**config.mk**
```make
export PLATFORM = sky130hd
export DESIGN_NAME = rob
export DESIGN_NICKNAME = d
export VERILOG_FILES = /design/src/rtl/rob.sv
export SDC_FILE = /design/constraint.sdc
export NUM_CORES = 2
export LEC_CHECK = 0
export CAP_MARGIN = 10
export CORE_AREA = 2 2 330 332
export CTS_BUF_LIST = sky130_fd_sc_hd__clkbuf_4
export CTS_CLUSTER_DIAMETER = 200
export DETAILED_ROUTE_END_ITERATION = 8
export DIE_AREA = 0 0 332 334
export PLACE_DENSITY = 0.9
export SETUP_SLACK_MARGIN = 0.1
export SKIP_CTS_REPAIR_TIMING = 1
export SLEW_MARGIN = 20
export SYNTH_ARGS = -nofsm -noshare
export SYNTH_HDL_FRONTEND = slang
export SYNTH_SLANG_ARGS = --single-unit
```
**constraint.sdc**
```tcl
create_clock -name clk -period 12.25 [get_ports clk]
set_input_delay 3.0625 -clock clk [delete_from_list [all_inputs] [get_ports clk]]
set_output_delay 3.0625 -clock clk [all_outputs]
set_load 0.1 [all_outputs]
```
**src/rtl/rob.sv**
```systemverilog
// Reorder buffer: in-order commit of out-of-order results, with
// operand queries, store release and branch-mispredict rollback.
`ifndef ROB_IDX_TP
`define ROB_IDX_TP logic [ROB_BIT-1:0]
`endif
`ifndef REG_IDX_TP
`define REG_IDX_TP logic [4:0]
`endif
`ifndef WORD_TP
`define WORD_TP logic [31:0]
`endif
`ifndef ADDR_TP
`define ADDR_TP logic [31:0]
`endif
`ifndef ZERO_WORD
`define ZERO_WORD 32'h0
`endif
`ifndef ZERO_ROB_IDX
`define ZERO_ROB_IDX '0
`endif

module rob #(
  parameter int ROB_BIT  = 4,
  parameter int ROB_SIZE = (1 << ROB_BIT)
) (
  input  logic       clk,
  input  logic       rst,
  input  logic       rdy,
  input  logic       id_alloc,
  input  `REG_IDX_TP id_rd,
  input  logic       id_is_br,
  input  logic       id_is_st,
  input  logic       id_pred_taken,
  output `ROB_IDX_TP id_idx,
  output logic       id_full,
  input  `ROB_IDX_TP id_qry1,
  input  `ROB_IDX_TP id_qry2,
  output logic       id_qry1_rdy,
  output logic       id_qry2_rdy,
  output `WORD_TP    id_qry1_val,
  output `WORD_TP    id_qry2_val,
  input  logic       cdb_ena,
  input  `ROB_IDX_TP cdb_idx,
  input  `WORD_TP    cdb_val,
  input  logic       cdb_taken,
  input  `ADDR_TP    cdb_tgt,
  output logic       rob_wr_ena,
  output `REG_IDX_TP rob_wr_rd,
  output `WORD_TP    rob_wr_val,
  output `ROB_IDX_TP rob_wr_idx,
  output logic       rob_st_ena,
  output `ROB_IDX_TP rob_st_idx,
  output logic       rob_rb,
  output `ADDR_TP    rob_rb_pc
);

  localparam logic [ROB_BIT-1:0] ONE  = ROB_BIT'(1);
  localparam logic [ROB_BIT-1:0] LAST = ROB_BIT'(ROB_SIZE - 1);

  // Index 0 means "no producer", so the ring runs 1..LAST.
  function automatic logic [ROB_BIT-1:0] inc(input logic [ROB_BIT-1:0] x);
    return (x == LAST) ? ONE : x + ONE;
  endfunction

  logic [ROB_SIZE-1:0] busy_q, ready_q, br_q, st_q, pred_q, tkn_q;
  logic [4:0]          rd_q  [ROB_SIZE];
  logic [31:0]         val_q [ROB_SIZE];
  logic [31:0]         tgt_q [ROB_SIZE];

  logic [ROB_BIT-1:0] head_q, tail_q, cnt_q;
  logic [ROB_BIT-1:0] head_d, tail_d, cnt_d;

  logic               wr_ena_q, st_ena_q, rb_q;
  logic [4:0]         wr_rd_q;
  logic [31:0]        wr_val_q, rb_pc_q;
  logic [ROB_BIT-1:0] wr_idx_q, st_idx_q;

  logic commit, mispred, alloc_ok, cdb_ok;

  assign id_idx  = tail_q;
  assign id_full = (cnt_q == LAST);

  assign commit   = rdy && (cnt_q != '0) && ready_q[head_q];
  assign mispred  = commit && br_q[head_q] &&
                    (tkn_q[head_q] != pred_q[head_q]);
  assign alloc_ok = rdy && id_alloc && !id_full && !mispred;
  assign cdb_ok   = rdy && cdb_ena && (cdb_idx != '0) &&
                    busy_q[cdb_idx] && !mispred;

  always_comb begin
    head_d = commit ? inc(head_q) : head_q;
    tail_d = alloc_ok ? inc(tail_q) : tail_q;
    cnt_d  = cnt_q;
    if (alloc_ok && !commit) cnt_d = cnt_q + ONE;
    if (!alloc_ok && commit) cnt_d = cnt_q - ONE;
  end

  // Queries see the in-flight broadcast so dispatch need not wait a cycle.
  always_comb begin
    id_qry1_rdy = 1'b0;
    id_qry1_val = `ZERO_WORD;
    id_qry2_rdy = 1'b0;
    id_qry2_val = `ZERO_WORD;
    if (id_qry1 != '0) begin
      if (cdb_ena && cdb_idx == id_qry1) begin
        id_qry1_rdy = 1'b1;
        id_qry1_val = cdb_val;
      end else begin
        id_qry1_rdy = ready_q[id_qry1];
        id_qry1_val = val_q[id_qry1];
      end
    end
    if (id_qry2 != '0) begin
      if (cdb_ena && cdb_idx == id_qry2) begin
        id_qry2_rdy = 1'b1;
        id_qry2_val = cdb_val;
      end else begin
        id_qry2_rdy = ready_q[id_qry2];
        id_qry2_val = val_q[id_qry2];
      end
    end
  end

  always_ff @(posedge clk) begin
    if (rst) begin
      busy_q  <= '0;
      ready_q <= '0;
      br_q    <= '0;
      st_q    <= '0;
      pred_q  <= '0;
      tkn_q   <= '0;
      for (int i = 0; i < ROB_SIZE; i++) begin
        rd_q[i]  <= '0;
        val_q[i] <= '0;
        tgt_q[i] <= '0;
      end
      head_q   <= ONE;
      tail_q   <= ONE;
      cnt_q    <= '0;
      wr_ena_q <= 1'b0;
      st_ena_q <= 1'b0;
      rb_q     <= 1'b0;
      wr_rd_q  <= '0;
      wr_val_q <= `ZERO_WORD;
      wr_idx_q <= `ZERO_ROB_IDX;
      st_idx_q <= `ZERO_ROB_IDX;
      rb_pc_q  <= '0;
    end else if (rdy) begin
      wr_ena_q <= 1'b0;
      st_ena_q <= 1'b0;
      rb_q     <= 1'b0;
      if (commit) begin
        if (rd_q[head_q] != '0) begin
          wr_ena_q <= 1'b1;
          wr_rd_q  <= rd_q[head_q];
          wr_val_q <= val_q[head_q];
          wr_idx_q <= head_q;
        end
        if (st_q[head_q]) begin
          st_ena_q <= 1'b1;
          st_idx_q <= head_q;
        end
        if (mispred) begin
          rb_q    <= 1'b1;
          rb_pc_q <= tgt_q[head_q];
        end
      end
      if (mispred) begin
        busy_q  <= '0;
        ready_q <= '0;
        head_q  <= ONE;
        tail_q  <= ONE;
        cnt_q   <= '0;
      end else begin
        if (alloc_ok) begin
          busy_q[tail_q]  <= 1'b1;
          ready_q[tail_q] <= 1'b0;
          rd_q[tail_q]    <= id_rd;
          br_q[tail_q]    <= id_is_br;
          st_q[tail_q]    <= id_is_st;
          pred_q[tail_q]  <= id_pred_taken;
        end
        if (cdb_ok) begin
          ready_q[cdb_idx] <= 1'b1;
          val_q[cdb_idx]   <= cdb_val;
          tkn_q[cdb_idx]   <= cdb_taken;
          tgt_q[cdb_idx]   <= cdb_tgt;
        end
        if (commit) begin
          busy_q[head_q]  <= 1'b0;
          ready_q[head_q] <= 1'b0;
        end
        head_q <= head_d;
        tail_q <= tail_d;
        cnt_q  <= cnt_d;
      end
    end else begin
      wr_ena_q <= 1'b0;
      st_ena_q <= 1'b0;
      rb_q     <= 1'b0;
    end
  end

  assign rob_wr_ena = wr_ena_q;
  assign rob_wr_rd  = wr_rd_q;
  assign rob_wr_val = wr_val_q;
  assign rob_wr_idx = wr_idx_q;
  assign rob_st_ena = st_ena_q;
  assign rob_st_idx = st_idx_q;
  assign rob_rb     = rb_q;
  assign rob_rb_pc  = rb_pc_q;

endmodule

```
==> out/metrics.csv <==
metric,value,unit
largest cells by area after synthesis,"edfxtp_1, mux4_2, and2_1",
Seq pwr share,0.510,
"flops & latches, synth",1296,
clock buffer depth,4,
worst endpoint required time,9.19,ns
skew final,0.129,ns
"Warnings, synthesis",0,
most common cell in the netlist,edfxtp_1,
clock latency on the worst-skew pair,1.28,ns
Final ANT Viol Nets,0,
failing checks,design-rule violations,
post-synthesis async set-or-reset flop share,0,
"Distinct cells, synth",78,
Ports,241,
overall global routing resource usage,0.374,
vias in the first global route,47200,
Syn Area/Cell,15.0,sq um
GRT overflow,0,
Rows,121,
Critical Path Max Stage Delay,1.26,ns
Final Core Density,0.687,
hold wc startpoint,rob_rb_pc[5],
Post-Synthesis Cells,4419,
"EDFF count, synth",1104,
crit path kind,in2out,
Leak,27.1,nW
Num CTS Buffers,341,
Critical Path Start Type,input port,
Int Pwr,7.20,mW
period utilisation layout,0.860,
antenna violations before repair,20,
Final #Nets,4798,
min Tclk post-route,10.53,ns
Die W,332,um
largest net degree at the start of global routing,149,
Cells after DPL,5766,
area grow syn2layout,11.9,%
Comb power frac,0.103,
DR vias,46000,
Clk pwr share,0.387,
"Buf+Inv Stages, Crit Path",2,
switching part of the total,0.264,
cell mode on critical path,clkdlybuf4s50_1,
Psw,2.59,mW
CTS clock-pin slew for the worst setup and hold paths,0.06,ns
Syn Std Cell Area,0.0662,sq mm
CTS tree,built,
Routed WL per cell,32.4,um
First-pass DRT Iterations,8,
unrepaired setup endpoints after global routing,no,
ys flop type,edfxtp_1,
WP data arrival,7.47,ns
die area,0.111,sq mm
WL final,207000,um
Final setup viols,0,
core area,0.108,sq mm
drt via density,7.22,
Synth area leader,edfxtp_1,
crit-path cells,clkdlybuf4s50_1 -> xor2_1 -> nor3_1 -> and3_2 -> nand2_1 -> a21oi_1 -> clkdlybuf4s50_1,
Worst Hold Path EP,rob_rb_pc[5],
PortBufs,240,
GPL Wtd Cong,0.936,
Max-cap violations,0,
setup_tns,0,ns
slowest cell on the critical path,clkdlybuf4s50_1,
Min-Delay Path Class,reg2reg,
status,finished with violations,
Detailed Route Iter0 Violations,8731,
Root Driver,clkbuf_4,
CP max FO,33,
slew margin rel.,0.154,
Clock Sinks,1296,
Worst Reg-to-Reg Cells,12,
fmax,0.0949,GHz
final cell count without fillers,6375,
top-area cell type share of the netlist area,0.501,
VDD IR-drop max,0.0000810,V
internal reg-to-reg setup slack,5.31,ns
Max Slew Vio Count,0,
"Hold Vio Cnt, Final",0,
"delay-heaviest family, CP",buffers and inverters,
Reg-to-Reg Start,head_q[2],
global-route wire length before repair,301000,um
FF-to-FF End,val_q[1][6],
hold depth,2,
synth cell count leaders,"edfxtp_1, and2_1, mux4_2, clkbuf_1, nand2_1",
sequential share of the synthesized area,0.559,
H-tree depth,5,
DIE HEIGHT,334,um
Tightest Pin Transition,1.27,ns
crit end category,output port,
DRC violations left,2,
Detail Placement HPWL,111000,um
layout cells sized above 1,0.281,
pwr/cell area,132,mW/mm^2
Initial Util,0.614,
[metal layers]
layer  track usage  wire length, um
met5             0              152
met4         0.228            13200
met3         0.127            34400
met2         0.576            96500
met1         0.460            62600
[cell type report]
cell class,instances,area [sq um]
Inverter,32,123
Multi-Input combinational cell,2710,27800
Tap cell,1414,1770
Timing Repair Buffer,317,3110
Antenna cell,10,25.0
Fill cell,6568,33700
Clock inverter,90,445
Sequential cell,1296,37000
Clock buffer,506,3800
[sequential cells by signal, indices dropped and copies added (netlist names), named ones only]
signal,flops
st_q,16
id_idx,4
rob_wr_ena,1
val_q,512
ready_q,16
tkn_q,16
rob_rb,1
rob_st_ena,1
rob_wr_idx,4
cnt_q,4
rob_st_idx,4
busy_q,16
pred_q,16
rob_rb_pc,32
rob_wr_val,32
br_q,16
tgt_q,512
rob_wr_rd,5
rd_q,80
head_q,4
[kinds of logic (layout without fill, tap and decap cells)]
kind of cell,count (synthesis),count (layout),synth area share
buffers and inverters,476,945,0.0290
DFF,1296,1296,0.559
other,1,74,0.0000567
muxes,766,766,0.248
AOI/OAI and AO/OA,298,298,0.0286
xor gates and xnor gates,15,15,0.00227
adders and majority gates,10,10,0.00189
and+or+nand+nor,1557,1557,0.131
[worst max-delay path by stage]
| stage | start | endpoint | slack (ns) | depth (start not counted) |
|---|---|---|---|---|
| final | cdb_idx[1] | id_qry2_val[22] | 1.72 | 7 |
| after global routing | cdb_idx[1] | id_qry2_val[22] | 1.60 | 7 |
| after CTS | cdb_idx[1] | id_qry2_val[23] | 1.81 | 7 |
| after detailed placement | cdb_idx[1] | id_qry2_val[23] | 1.83 | 7 |
| after global placement | cdb_idx[1] | id_qry1_val[22] | 1.88 | 7 |
| after floorplan | id_qry1[0] | id_qry1_val[22] | 2.65 | 9 |
[tightest hold or removal path, cell delays in order (launching register included)]
cell	delay, ns
dfxtp_1	0.31
nand2_1	0.05
a21oi_1	0.05
[power by group through the flow]
stage | combinational, mW | clock, mW | sequential (mW)
final | 1.00 | 3.79 | 4.99
after global placement | 0.959 | 0 | 5.06
after detailed placement | 0.975 | 0 | 5.08
after floorplan | 0.669 | 0 | 5.07
after CTS | 0.979 | 3.79 | 4.99
after global routing | 1.02 | 4.02 | 5.00
[cell usage in the layout (no fill, tap or decap), drive strengths merged, types with 4 or more instances in the layout]
cell type	netlist	final
mux2	5	5
a22o	10	10
mux2i	62	62
a32o	4	4
clkbuf	337	506
xnor2	5	5
a2111oi	5	5
nand3	52	52
and3	156	156
mux4	699	699
nor2b	19	19
clkinv	1	80
nor4	14	14
diode	0	10
conb	1	64
nor2	135	135
edfxtp	1104	1104
a31o	7	7
buf	107	86
inv	31	38
ha	10	10
nor3	19	19
and2	857	857
xor2	10	10
nand4	15	15
o2111ai	5	5
nand2	275	275
dfxtp	192	192
o211ai	6	6
a22oi	14	14
a31oi	7	7
a211oi	5	5
o21ai	47	47
clkdlybuf4s50	0	231
o22ai	6	6
a21o	7	7
a21oi	151	151
[per-stage QoR]
step / worst slack (ns) / instance area, sq um / hold WS (ns) / power, mW
final: 1.72 / 74000 / 0.455 / 9.79
after global routing: 1.60 / 74000 / 0.471 / 10.0
after CTS: 1.81 / 74000 / 0.457 / 9.76
after detailed placement: 1.83 / 69700 / 0.449 / 6.06
after global placement: 1.88 / 69700 / 0.439 / 6.02
after floorplan: 2.65 / 66400 / 0.431 / 5.73
No activity file was read; power rests on OpenSTA's default activity.
